--- config.mk ---
export PLATFORM = sky130hd
export DESIGN_NAME = stopwatch_lap
export DESIGN_NICKNAME = d
export VERILOG_FILES = /design/src/rtl/stopwatch_lap.sv
export SDC_FILE = /design/constraint.sdc
export NUM_CORES = 1
export LEC_CHECK = 0
export BUFFER_PORTS_ARGS = -buffer_cell sky130_fd_sc_hd__buf_4
export CAP_MARGIN = 20
export CORE_UTILIZATION = 35
export CTS_CLUSTER_DIAMETER = 30
export DETAILED_ROUTE_END_ITERATION = 16
export PLACE_DENSITY_LB_ADDON = 0.12
export SLEW_MARGIN = 20
export SYNTH_ARGS = -nofsm -noshare
export SYNTH_HDL_FRONTEND = slang
export SYNTH_HIERARCHICAL = 1
export SYNTH_SLANG_ARGS = --single-unit
--- constraint.sdc ---
create_clock -name Clk -period 2.6 [get_ports Clk]
set_input_delay 0.26 -clock Clk [delete_from_list [all_inputs] [get_ports Clk]]
set_output_delay 0.26 -clock Clk [all_outputs]
set_load 0.01 [all_outputs]
--- src/rtl/stopwatch_lap.sv ---
// N-digit BCD stopwatch with a tick prescaler, run/pause/clear control,
// lap-freeze display, sticky overflow and registered seven-segment outputs.

module stopwatch_lap_seg (
   input  logic [3:0] digit,
   input  logic       dp,
   output logic [7:0] seg
);
   always_comb begin
      seg[7] = ~dp;
      case (digit)
         4'd0:    seg[6:0] = 7'h40;
         4'd1:    seg[6:0] = 7'h79;
         4'd2:    seg[6:0] = 7'h24;
         4'd3:    seg[6:0] = 7'h30;
         4'd4:    seg[6:0] = 7'h19;
         4'd5:    seg[6:0] = 7'h12;
         4'd6:    seg[6:0] = 7'h02;
         4'd7:    seg[6:0] = 7'h78;
         4'd8:    seg[6:0] = 7'h00;
         4'd9:    seg[6:0] = 7'h10;
         default: seg[6:0] = 7'h7F;
      endcase
   end
endmodule

module stopwatch_lap #(
   parameter int NUM_DIGITS = 3,
   parameter int CLK_DIV    = 500000,
   parameter int DP_POS     = 1
) (
   input  logic                    Clk,
   input  logic                    nReset,
   input  logic                    StartStop,
   input  logic                    Lap,
   input  logic                    Clear,
   output logic [8*NUM_DIGITS-1:0] SSeg,
   output logic                    Running,
   output logic                    LapActive,
   output logic                    Overflow
);
   localparam int PW = (CLK_DIV > 2) ? $clog2(CLK_DIV) : 1;

   function automatic logic [8*NUM_DIGITS-1:0] seg_zero();
      logic [8*NUM_DIGITS-1:0] v;
      for (int i = 0; i < NUM_DIGITS; i++)
         v[8*i +: 8] = (i == DP_POS) ? 8'h40 : 8'hC0;
      return v;
   endfunction

   localparam logic [8*NUM_DIGITS-1:0] SEG_RST = seg_zero();

   typedef enum logic [1:0] {IDLE, RUN, PAUSE} state_t;

   state_t                        state_q, state_d;
   logic [PW-1:0]                 presc;
   logic [NUM_DIGITS-1:0][3:0]    cnt, lap_q, src;
   logic [NUM_DIGITS:0]           carry;
   logic [8*NUM_DIGITS-1:0]       seg_d;
   logic                          tick, lap_cap, lap_rel;

   always_comb begin
      state_d = state_q;
      if (Clear)
         state_d = IDLE;
      else if (StartStop)
         case (state_q)
            IDLE:    state_d = RUN;
            RUN:     state_d = PAUSE;
            PAUSE:   state_d = RUN;
            default: state_d = IDLE;
         endcase
   end

   always_ff @(posedge Clk or negedge nReset)
      if (!nReset) state_q <= IDLE;
      else         state_q <= state_d;

   assign Running = (state_q == RUN);
   assign tick    = Running && !Clear && (presc == PW'(CLK_DIV - 1));

   always_ff @(posedge Clk or negedge nReset)
      if (!nReset)      presc <= '0;
      else if (Clear)   presc <= '0;
      else if (Running) presc <= tick ? '0 : presc + PW'(1);

   // Digit i advances when every lower digit is about to wrap.
   always_comb begin
      carry[0] = tick;
      for (int i = 0; i < NUM_DIGITS; i++)
         carry[i+1] = carry[i] && (cnt[i] == 4'd9);
   end

   always_ff @(posedge Clk or negedge nReset)
      if (!nReset)
         cnt <= '0;
      else if (Clear)
         cnt <= '0;
      else
         for (int i = 0; i < NUM_DIGITS; i++)
            if (carry[i]) cnt[i] <= (cnt[i] == 4'd9) ? 4'd0 : cnt[i] + 4'd1;

   always_ff @(posedge Clk or negedge nReset)
      if (!nReset)                   Overflow <= 1'b0;
      else if (Clear)                Overflow <= 1'b0;
      else if (carry[NUM_DIGITS])    Overflow <= 1'b1;

   // The capture takes the pre-tick count of the same cycle.
   assign lap_cap = Lap && !Clear && Running && !LapActive;
   assign lap_rel = Lap && !Clear && LapActive && (state_q != IDLE);

   always_ff @(posedge Clk or negedge nReset)
      if (!nReset) begin
         lap_q     <= '0;
         LapActive <= 1'b0;
      end else if (Clear) begin
         lap_q     <= '0;
         LapActive <= 1'b0;
      end else if (lap_cap) begin
         lap_q     <= cnt;
         LapActive <= 1'b1;
      end else if (lap_rel) begin
         LapActive <= 1'b0;
      end

   assign src = LapActive ? lap_q : cnt;

   for (genvar i = 0; i < NUM_DIGITS; i++) begin : g_seg
      stopwatch_lap_seg u_seg (
         .digit (src[i]),
         .dp    (i == DP_POS),
         .seg   (seg_d[8*i +: 8])
      );
   end

   always_ff @(posedge Clk or negedge nReset)
      if (!nReset) SSeg <= SEG_RST;
      else         SSeg <= seg_d;
endmodule
Word-level counts from Yosys, hierarchy flattened. Memories as Yosys holds them, arrays and structs flattened. A register that Yosys moved wholly into a read port is not among the register bits. Cells that the tools add are included. W data, S select, Z words.

Bits in registers: 47. Bits in read-only memories: 336. Output and inout port bits: 27. Bits of input ports: 5. Word-level logic and storage cells: 70. Memories: 3.

Add/subtract/negate cells: 4. Reductions and logical operators: 26. Eq/ne operators: 6. Multiplexer cells: 21.

Memories: (name not given) (words 16, bits a word 7, read ports 1, clocked after memory_dff 1, wr ports 0, RTL line 11) `case (digit)`; (name not given) (words 16, bits a word 7, read ports 1, clocked after memory_dff 1, wr ports 0, RTL line 11); (name not given) (words 16, bits a word 7, read ports 1, clocked after memory_dff 1, wr ports 0, RTL line 11).

Operators by type and width (number): $mux W19 (3); $mux W12 (4); $mux W4 (6); $add A19 B1 Y19 const B (1); $eq A19 B19 Y1 const B (1); $reduce_bool A2 Y1 (8); $add A4 B1 Y4 const B (3); $eq A4 B4 Y1 const B (3); $logic_and A1 B1 Y1 (10); $logic_not A1 Y1 (5); $mux W1 (5); $mux W2 (2); $pmux W2 S2 (1); $reduce_bool A3 Y1 (1); $eq A2 B1 Y1 const B (1); $eq A2 B2 Y1 const B (1); $logic_not A2 Y1 (1); $reduce_or A2 Y1 (1).

Depth between registers and ports, before layout.
Word-level depth: 8. Depth in mapped cells: 9. Depth with buffers taken out: 7.

Hierarchy. Netlist, hierarchy kept.

Modules (own cells, without submodules): stopwatch_lap (area each 3362.0 sq um, cells each 338, sequential area each 1783.0 sq um, times used 1); stopwatch_lap_seg (area each 214.0 sq um, cells each 34, sequential area each 0.0 sq um, times used 3).

Worst setup path before layout. Ideal clock, no wire load.

Path kind: register -> register. Start: register LapActive. End: register SSeg[3]. Arrival time: 2017 ps. Required time: 2470 ps. Path slack: 453 ps. Stages on the path, launching flop included: 10. Clock period less this slack: 2147 ps. Buffers on the path: 2. Library setup time: 130 ps. Path through: dfrtp_1 buf_1 clkbuf_1 nand2_1 o21ai_0 inv_1 ha_1 or2_1 a21oi_2 a31oi_1.

RTL lines: start, declared (RTL line 39) `output logic LapActive,`; start signal, assigned (RTL line 115) `LapActive <= 1'b0;`; start signal, assigned (RTL line 118) `LapActive <= 1'b0;`; start signal, assigned (RTL line 121) `LapActive <= 1'b1;`; end, declared (RTL line 37) `output logic [8*NUM_DIGITS-1:0] SSeg,`.

==> impl_metrics.csv <==
group,metric,value,unit
synthesis,postSynth.topFlopCell,"sky130_fd_sc_hd__dfrtp_1",
synthesis,ys_warn_count,6,
clock_network,cts_root_buffer_type,"sky130_fd_sc_hd__clkbuf_16",
drt,totalWireLength,8.95,mm
clock_network,post_cts.resized_instances,0,
global_routing,grt_start_max_net_pins,72,
placement,placed_area,4410,um^2
synthesis,netlist_area,4000,um^2
setup_path,setup.reg_to_reg.worst_slack,0.30,ns
timing,clock_skew,0.00743,ns
cells_and_area,antenna_cells,0,
setup_path,setup.worst_path.start_class,"flip-flop",
cells_and_area,synthToLayoutAreaGrowth,17.3,%
cells_and_area,finish.instance_area,4700,um^2
clock_network,insertion_delay,0.34,ns
floorplan,initial_core_util,36.5,%
placement,detailedPlacementHpwl,6.14,mm
synthesis,netlist_top_cells_area,"sky130_fd_sc_hd__dfrtp_1 (41%), sky130_fd_sc_hd__ha_1 (6.9%), sky130_fd_sc_hd__nand2_1 (5.2%)",
setup_path,timing.critical_path.max_delay_family,"compound AO/OA/AOI/OAI gates",
drt,drtPass1Iterations,4,
drt,drt-initial-drc-count,108,
synthesis,avgSynthCellArea,9.10,um^2
setup_path,cp_max_fo,21,
setup_path,critPathKind,"flip-flop to flip-flop",
run_status,run_status,"complete, no violations",
drt,viasPerCell,5.20,
timing,timing_worst_slew_pin_value,1.02,ns
synthesis,yosys.area.top_type_share,41.3,%
clock_network,cts_setup_buffers,0,
floorplan,rows,38,
clock_network,cts.path.max_buffers,2,
clock_network,cts-buffers-inserted,9,
setup_path,worstPathCellList,"o21ai_0 > inv_1 > ha_1 > or2_1 > a21oi_2 > a31oi_1",
synthesis,synthArstFlopShare,100,%
clock_network,cts_tree,"built",
timing,slew-limit-headroom,31.5,%
setup_path,worstRegToRegCells,6,
timing,setup_violations,0,
drt,via_count,3238,
clock_network,clk_pin_slew_worst_paths,0.06,ns
synthesis,ys_seq_area_share,44.5,%
drt,postRouteAntennaNets,0,
clock_network,holdBufCountCts,0,
clock_network,cts.htree.levels,3,
pwr,vdd_ir_drop_max,0.247,mV
setup_path,crit_path_max_incr_delay,0.64,ns
synthesis,number_of_enable_type_register_cells_in_the_synthesized_netlist,0,
global_routing,grt_overflow_total,0,
setup_path,timing.critical_path.slowest_stage_cell,"sky130_fd_sc_hd__dfrtp_1",
job,max_cap_viol_count,0,
clock_network,cts_num_sinks,71,
timing,final.period_utilization,88.6,%
floorplan,die_h,109,um
timing,timing_hold_violations_final,0,
cells_and_area,postLayoutCoreUtil,42.8,%
placement,port-buffer-count,31,
global_routing,grt_pass1_wl,15.5,mm
global_routing,grt_antenna_before_repair,0,
setup_path,timing.critical_path.buf_inv,1,
cells_and_area,instances_no_fill,623,
synthesis,netlist.top_cell.by_area,"sky130_fd_sc_hd__dfrtp_1",
setup_path,rr_endpoint,"SSeg[3]",
pwr,power_density,540,nW/um^2
global_routing,grt.total_usage,17.3,%
timing,setup_repair_after_global_routing_missed_its_margin,"false",
pwr,power.static_leakage,2.01,nW
floorplan,design.die.area,11900,um^2
drt,post-route-drc-count,0,
synthesis,ys_seq_elements,71,
cells_and_area,nets,506,
floorplan,core-area,11000,um^2
setup_path,timing.rr.start,"LapActive",
timing,finalCriticalPeriod,2.30,ns
pwr,p_total,2.54,mW
synthesis,netlist_top_cells_count,"sky130_fd_sc_hd__dfrtp_1 (66), sky130_fd_sc_hd__nand2_1 (55), sky130_fd_sc_hd__o21ai_0 (40)",
floorplan,die_w,109,um
timing,tns,0,ns
placement,gpl.final_weighted_congestion,0.771,
synthesis,synth_most_common_cell,"sky130_fd_sc_hd__dfrtp_1",
global_routing,number_of_global_route_vias_before_repair,3099,
setup_path,worst-endpoint-required,2.76,ns
synthesis,post_synth_inst_count,440,
cells_and_area,fillerInstances,1103,
timing,max_freq,434,MHz
setup_path,end_kind,"flip-flop",
drt,wire_length_per_cell_after_detailed_routing,14.4,um
timing,timing.final.max_slew_violations,0,
min_path,hold_class,"input pin to asynchronous set/reset pin",
cells_and_area,layout-drive-gt1-share,16.4,%
placement,post-place-cells,608,
floorplan,floorplan.io_pins,32,
setup_path,cp_data_arrival_time,2.47,ns
synthesis,cell_variety_after_synth,58,
sequential cells by signal, indices dropped and copies added, names as in the netlist:
name and cells:
SSeg 24, presc 19, cnt 12, lap_q 12, state_q 2, LapActive 1
Overflow 1
per-layer routing:
metal,track usage (%),vias up,wire length [um]
met5,0,-,0
met4,8.59,0,213
met3,3.65,15,318
met2,25.3,51,3850
met1,24.0,1546,4580
li1,-,1626,-
area by class of cell:
type | instances | area (um^2) | share of cell area (%)
multi-input combinational | 326 | 2020 | 43.0
sequential | 71 | 1780 | 37.9
timing repair buffer | 44 | 330 | 7.03
clock buffer | 11 | 243 | 5.17
tap | 140 | 175 | 3.73
inverter | 27 | 101 | 2.16
clock inverter | 4 | 47.5 | 1.01
power breakdown:
part / switching [mW] / internal, mW
clock network: 0.467 / 0.760
registers: 0.0239 / 1.13
logic: 0.0977 / 0.0617
cells in the final DEF, fill, tap and decap left out, drive strengths merged, types with 5 or more instances in the layout:
master,synthesis,final
buf,9,44
dfrtp,66,66
o21ai,40,40
nor2,35,35
dfstp,5,5
nor3,5,5
ha,22,22
nand3,19,19
inv,25,25
nand2,55,55
or4,9,9
a31oi,8,8
or3,7,7
nor4,7,7
nand4,8,8
a21oi,29,29
nand2b,14,14
mux2,6,6
clkbuf,8,11
through the flow:
stage | worst slack, ns | hold WS [ns]
floorplan | 0.453 | -0.0356
global placement | 0.440 | 0.469
finish | 0.297 | 0.0621
detailed placement | 0.321 | 0.476
CTS | 0.308 | 0.107
global route | 0.0911 | 0.157
how the worst max path moves through the flow:
| stage | from | to | slack, ns | depth (start not counted) |
|---|---|---|---|---|
| after floorplan | LapActive | SSeg[3] | 0.45 | 9 |
| after global placement | LapActive | SSeg[3] | 0.44 | 6 |
| after detailed placement | LapActive | SSeg[3] | 0.32 | 6 |
| after CTS | LapActive | SSeg[3] | 0.31 | 6 |
| after global routing | LapActive | SSeg[3] | 0.09 | 6 |
| final | LapActive | SSeg[3] | 0.30 | 6 |
kinds of logic after synthesis:
family	synth area share, %
DFF	44.5
xor gates and xnor gates	1.31
other	0.188
AOI/OAI and AO/OA	14.8
muxes	2.69
adders and majority gates	6.87
buffers and inverters	5.16
and+or+nand+nor	24.4
Note: power is estimated with default switching activity, not from simulation.
